**src/rtl/control_pkg.sv**
```systemverilog
// Shared encodings for the hardwired control unit: bus sources, ALU ops, opcodes
// and the bit positions of the register-reference and IO instruction fields.
package control_pkg;

  typedef enum logic [2:0] {
    BUS_NONE, BUS_AR, BUS_PC, BUS_DR, BUS_AC, BUS_IR, BUS_TR, BUS_MEM
  } bus_sel_e;

  typedef enum logic [2:0] {
    ALU_AND, ALU_ADD, ALU_PASS_DR, ALU_CMA, ALU_NOP, ALU_CIR, ALU_CIL, ALU_RSVD
  } alu_sel_e;

  // OP_XTD (D7) selects register-reference or IO depending on the I bit
  typedef enum logic [2:0] {
    OP_AND, OP_ADD, OP_LDA, OP_STA, OP_BUN, OP_BSA, OP_ISZ, OP_XTD
  } opcode_e;

  localparam int RR_CLA = 11;
  localparam int RR_CLE = 10;
  localparam int RR_CMA = 9;
  localparam int RR_CME = 8;
  localparam int RR_CIR = 7;
  localparam int RR_CIL = 6;
  localparam int RR_INC = 5;
  localparam int RR_SPA = 4;
  localparam int RR_SNA = 3;
  localparam int RR_SZA = 2;
  localparam int RR_SZE = 1;
  localparam int RR_HLT = 0;
  localparam int IO_ION = 7;
  localparam int IO_IOF = 6;

  function automatic logic [7:0] decode_op(input logic [2:0] op);
    return 8'b1 << op;
  endfunction

endpackage

```
**src/rtl/seq_counter.sv**
```systemverilog
// 3-bit timing-step counter (T0..T6); clear has priority over increment.
module seq_counter (
  input  logic       clk,
  input  logic       rst_n,
  input  logic       inc,
  input  logic       clr,
  output logic [2:0] count
);

  always_ff @(posedge clk or negedge rst_n) begin
    if (!rst_n)   count <= 3'd0;
    else if (clr) count <= 3'd0;
    else if (inc) count <= count + 3'd1;
  end

endmodule

```
**src/rtl/control_unit.sv**
```systemverilog
// Hardwired control unit: sequence counter + decoded IR/I/S produce every datapath strobe.
// All strobes are combinational; reset or halt forces them idle (bus 0, ALU NOP).
module control_unit
  import control_pkg::*;
#(
  parameter int WIDTH  = 16,
  parameter int ADDR_W = 12
) (
  input  logic             clk,
  input  logic             rst_n,
  input  logic [WIDTH-1:0] IR,
  input  logic [WIDTH-1:0] AC,
  input  logic [WIDTH-1:0] DR,
  input  logic             E,
  output logic [2:0]       bus_select,
  output logic [2:0]       alu_select,
  output logic             write_En,
  output logic             clr_AC,
  output logic             clr_E,
  output logic             clr_AR,
  output logic             clr_PC,
  output logic             comp_E,
  output logic             ldr_AR,
  output logic             ldr_PC,
  output logic             ldr_IR,
  output logic             ldr_DR,
  output logic             ldr_AC,
  output logic             ldr_TR,
  output logic             inc_AR,
  output logic             inc_AC,
  output logic             inc_DR,
  output logic             inc_PC,
  output logic             set_IEN,
  output logic             clr_IEN,
  output logic [2:0]       sc,
  output logic             halted
);

  logic              i_flag;
  logic              s_flag;
  logic              active;
  logic              sc_clr;
  logic              halt_set;
  logic              skip;
  logic [7:0]        d;
  logic [ADDR_W-1:0] fld;

  assign active = rst_n & s_flag;
  assign d      = decode_op(IR[WIDTH-2 -: 3]);
  assign fld    = IR[ADDR_W-1:0];
  assign halted = ~s_flag;
  assign clr_AR = 1'b0;
  assign clr_PC = 1'b0;
  assign ldr_TR = 1'b0;

  seq_counter u_sc (
    .clk   (clk),
    .rst_n (rst_n),
    .inc   (s_flag),
    .clr   (sc_clr),
    .count (sc)
  );

  always_ff @(posedge clk or negedge rst_n) begin
    if (!rst_n) begin
      i_flag <= 1'b0;
      s_flag <= 1'b1;
    end else begin
      if (active && sc == 3'd2) i_flag <= IR[WIDTH-1];
      if (halt_set)             s_flag <= 1'b0;
    end
  end

  // Skip tests see AC/E as they were before this instruction's T3 edge
  assign skip = (fld[RR_SPA] & ~AC[WIDTH-1]) | (fld[RR_SNA] & AC[WIDTH-1]) |
                (fld[RR_SZA] & (AC == '0)) | (fld[RR_SZE] & ~E);

  always_comb begin
    bus_select = BUS_NONE;
    alu_select = ALU_NOP;
    {write_En, clr_AC, clr_E, comp_E, ldr_AR, ldr_PC, ldr_IR, ldr_DR, ldr_AC} = '0;
    {inc_AR, inc_AC, inc_DR, inc_PC, set_IEN, clr_IEN} = '0;
    sc_clr   = 1'b0;
    halt_set = 1'b0;
    if (active) begin
      case (sc)
        3'd0: begin bus_select = BUS_PC;  ldr_AR = 1'b1; end
        3'd1: begin bus_select = BUS_MEM; ldr_IR = 1'b1; inc_PC = 1'b1; end
        3'd2: begin bus_select = BUS_IR;  ldr_AR = 1'b1; end
        3'd3: begin
          if (d[OP_XTD]) begin
            sc_clr = 1'b1;
            if (!i_flag) begin
              if (!fld[RR_CLA]) begin
                if (fld[RR_CIR])      alu_select = ALU_CIR;
                else if (fld[RR_CIL]) alu_select = ALU_CIL;
                else if (fld[RR_CMA]) alu_select = ALU_CMA;
                ldr_AC = fld[RR_CIR] | fld[RR_CIL] | fld[RR_CMA];
                inc_AC = fld[RR_INC];
              end
              clr_AC   = fld[RR_CLA];
              clr_E    = fld[RR_CLE];
              comp_E   = fld[RR_CME] & ~fld[RR_CLE];
              inc_PC   = skip;
              halt_set = fld[RR_HLT];
            end else begin
              set_IEN = fld[IO_ION];
              clr_IEN = fld[IO_IOF];
            end
          end else if (i_flag) begin
            bus_select = BUS_MEM;
            ldr_AR     = 1'b1;
          end
        end
        3'd4: begin
          if (d[OP_AND] | d[OP_ADD] | d[OP_LDA] | d[OP_ISZ]) begin
            bus_select = BUS_MEM; ldr_DR = 1'b1;
          end else if (d[OP_STA]) begin
            bus_select = BUS_AC; write_En = 1'b1; sc_clr = 1'b1;
          end else if (d[OP_BUN]) begin
            bus_select = BUS_AR; ldr_PC = 1'b1; sc_clr = 1'b1;
          end else if (d[OP_BSA]) begin
            bus_select = BUS_PC; write_En = 1'b1; inc_AR = 1'b1;
          end else begin
            sc_clr = 1'b1;
          end
        end
        3'd5: begin
          if (d[OP_AND] | d[OP_ADD] | d[OP_LDA]) begin
            alu_select = d[OP_AND] ? ALU_AND : (d[OP_ADD] ? ALU_ADD : ALU_PASS_DR);
            ldr_AC = 1'b1; sc_clr = 1'b1;
          end else if (d[OP_BSA]) begin
            bus_select = BUS_AR; ldr_PC = 1'b1; sc_clr = 1'b1;
          end else if (d[OP_ISZ]) begin
            inc_DR = 1'b1;
          end else begin
            sc_clr = 1'b1;
          end
        end
        3'd6: begin
          if (d[OP_ISZ]) begin
            bus_select = BUS_DR; write_En = 1'b1; inc_PC = (DR == '0);
          end
          sc_clr = 1'b1;
        end
        default: sc_clr = 1'b1;
      endcase
    end
  end

endmodule

```
**config.mk**
```make
export PLATFORM = sky130hd
export DESIGN_NAME = control_unit
export DESIGN_NICKNAME = d
export VERILOG_FILES = /design/src/rtl/control_pkg.sv /design/src/rtl/seq_counter.sv /design/src/rtl/control_unit.sv
export SDC_FILE = /design/constraint.sdc
export NUM_CORES = 1
export LEC_CHECK = 0
export CAP_MARGIN = 20
export CORE_MARGIN = 4
export CORE_UTILIZATION = 35
export CTS_CLUSTER_DIAMETER = 30
export DETAILED_ROUTE_END_ITERATION = 8
export PLACE_DENSITY = 0.92
export RECOVER_POWER = 50
export SETUP_SLACK_MARGIN = 0.15
export SLEW_MARGIN = 20
export SYNTH_ARGS = -nofsm -noshare
export SYNTH_HDL_FRONTEND = slang
export SYNTH_SLANG_ARGS = --single-unit
```
**constraint.sdc**
```tcl
create_clock -name clk -period 4.5 [get_ports clk]
set_clock_uncertainty 0.1 [all_clocks]
set_input_delay 0.9 -clock clk [delete_from_list [all_inputs] [get_ports clk]]
set_output_delay 0.9 -clock clk [all_outputs]
set_load 0.005 [all_outputs]
```
==> run summary <==
run status: completed
Seq pwr share: 21.2%
Overall Power: 0.553 mW
max-slew violations: 0
synthesized area per cell: 7.41 µm²
Post-synth EDFFs: 0
Crit Reg-Reg Endpoint: u_sc.count[2]
DIE AREA: 3610 µm²
Total Routing Usage GR: 19.7%
Core Rows: 18
global-route wire length before repair: 5440 µm
combinational power share: 69.4%
H-tree levels: 1
DRC viols: 0
slowest stage delay, CP: 0.68 ns
initial antenna violation count: 0
Post-CTS Hold Fix Bufs: 0
Port Buffer Count: 75
Crit. End Element: primary output
antenna fix cells: 0
Hold Crit Class: reg2reg
total CTS buffers: 3
leakage: 0.661 nW
slowest cell on the critical path: dlygate4sd3_1
reg2reg path depth: 6
Design Area, Final: 1680 µm²
Pwr Density: 329 nW/µm²
Die X: 60.1 µm
Yosys top cell area share: 10.6%
CTS root buf: clkbuf_4
Placed Area: 1660 µm²
Hold Crit Endpoint: s_flag
hpwl dp: 2810 µm
final core occ: 66.6%
ys flop type: dfrtp_1
FILL cells: 211
vias in the first global route: 1218
gpl congestion: 0.875
clock transition at the registers of the reported paths: 0.04 ns
DRT antenna net count: 0
Die Y: 60.1 µm
DP Cell Count: 224
Setup Buffers After CTS: 0
worst hold slack: 0.485 ns
Initial DRC Count: 16
Net Switching: 0.244 mW
hold path startpoint: s_flag
crit path DAT: 3.03 ns
power share of the clock group: 9.4%
switching portion of total power: 44.2%
final worst slack: 0.475 ns
final hold violations: 0
Int Power: 0.309 mW
Area Growth Syn to Fin: 77.0%
Unique masters post-synth: 47
Hold Path Cell Cnt: 2
count of final setup violators: 0
starting density of the core: 37.6%
pre-CTS setup slack: 0.518 ns
worst skew pair latency: 0.25 ns
CP max FO: 7
biggest area consumer among synthesized cells: dfrtp_1
io pins: 79
TritonRoute pass-1 iters: 4
Final period util: 89.4%
area occupied by multi-input gates: 716 µm²
wire per inst: 14.6 µm
synthesized area: 948 µm²
CTS Sinks: 5
layout cells sized above 1: 6.06%
post-CTS sizing: 0
Worst R2R Setup Slack: 2.50 ns
fmax: 248 MHz
register area: 126 µm²
via count: 1226
top post-synthesis cells by area: dfrtp_1 11%, ha_1 6.6%, nor2_1 5.5%
unrepaired setup endpoints after global routing: no
sequential cell area fraction in the yosys report: 13.3%
maxcap violations: 0
critical path class: in2out
Cell Count, Final, Fillers Out: 228
FF+latch count, synth: 5
CTS tree: yes
gr ovfl total: 0
post-layout min period: 4.03 ns
Setup crit start kind: input pin
core footprint: 2520 µm²
total wire length: 3330 µm
CP Data Required Time: 3.50 ns
RR Startpoint: u_sc.count[1]
CP cell instances: dlygate4sd3_1, and2_0, nand2_1, nor4_1, a211o_1, clkdlybuf4s50_1
largest net degree at the start of global routing: 14
Synth Instances: 128
Setup TNS: 0 ns
Net count, final: 255
Synth Warn #: 0
Max clock buf depth: 2
Max rail drop VDD: 0.308 mV
Via density: 5.38
ys async rst share: 100%
synth_stat cells, types with 2 or more instances:
library cell and instances:
inv_1 6, a31oi_1 2, o41ai_2 2, o31ai_1 2, dfrtp_1 4, buf_6 2, nor3_1 5, ha_1 5
buf_4 5, nor4_1 8, a221oi_1 2, nor3_2 2, a22oi_1 2, a21oi_1 9, nor2_1 14, and2_1 2
and3b_1 2, nor2b_1 5, and3_1 3, o21ai_0 5, nand3_1 3, buf_2 4, or3_1 2, nand2_1 6
nand4_1 2, mux2i_1 2, nor4b_1 2
metal layers:
metal / global-route usage, % / wire, µm / vias up
li1: - / - / 613
met1: 22.8 / 1300 / 573
met2: 35.2 / 1810 / 34
met3: 3.89 / 163 / 6
met4: 7.28 / 57 / 0
met5: 0 / 0 / -
cell usage in the layout, fill, tap and decap left out, drive strengths merged:
| cell type | count |
|---|---|
| o41ai | 2 |
| dfrtp | 4 |
| nor3 | 7 |
| and2 | 5 |
| o21bai | 2 |
| nand2 | 6 |
| a21oi | 9 |
| a31o | 1 |
| nand3 | 3 |
| nand3b | 1 |
| nor2b | 5 |
| nor2 | 14 |
| ha | 5 |
| a31oi | 2 |
| nand4 | 3 |
| and3 | 4 |
| o31ai | 2 |
| dfstp | 1 |
| nor3b | 1 |
| clkbuf | 4 |
| nor4b | 2 |
| dlygate4sd3 | 7 |
| and3b | 2 |
| clkdlybuf4s50 | 68 |
| xnor2 | 1 |
| a211oi | 1 |
| nand4b | 1 |
| mux2 | 1 |
| a211o | 1 |
| or3 | 2 |
| nor4 | 8 |
| conb | 3 |
| a2111oi | 1 |
| mux2i | 2 |
| a22oi | 2 |
| inv | 6 |
| and4 | 1 |
| o21ai | 6 |
| a221oi | 2 |
cell families (layout without fill, tap and decap cells):
group	Yosys count	after routing	synth area share [%]
adders and majority gates	5	5	6.60
and+or+nand+nor	65	65	40.8
buffers and inverters	17	85	10.8
AOI/OAI and AO/OA	31	31	23.9
muxes	3	3	3.30
DFF	5	5	13.3
xor gates and xnor gates	1	1	0.924
other	1	3	0.395
power by group through the flow:
stage	logic (mW)	clock network, mW	registers [mW]
detailed placement	0.403	0	0.119
CTS	0.405	0.0536	0.120
global route	0.427	0.0585	0.126
finish	0.384	0.0521	0.117
floorplan	0.259	0	0.0950
global placement	0.391	0	0.118
worst max-delay path by stage:
| stage | start | slack [ns] | endpoint |
|---|---|---|---|
| after CTS | rst_n | 0.51 | inc_PC |
| after global routing | rst_n | 0.28 | inc_PC |
| after floorplan | IR[12] | 1.76 | bus_select[0] |
| after detailed placement | rst_n | 0.52 | inc_PC |
| after global placement | rst_n | 0.59 | inc_PC |
| final | rst_n | 0.47 | inc_PC |
registers in the layout (all words and copies together) (netlist names):
signal      flops
i_flag          1
s_flag          1
u_sc.count      3
critical path: cells and delay by family:
family	cells	cell delay, ns
compound gates	1	0.13
buf+inv	2	1.18
simple gates	3	0.81
final cells by class:
cell class	count	area share [%]
Tap cell	30	2.24
Clock buffer	4	1.56
Multi-Input combinational cell	108	42.6
Timing Repair Buffer	75	44.7
Inverter	6	1.34
Sequential cell	5	7.53
Power figures use the tool's default switching activity.
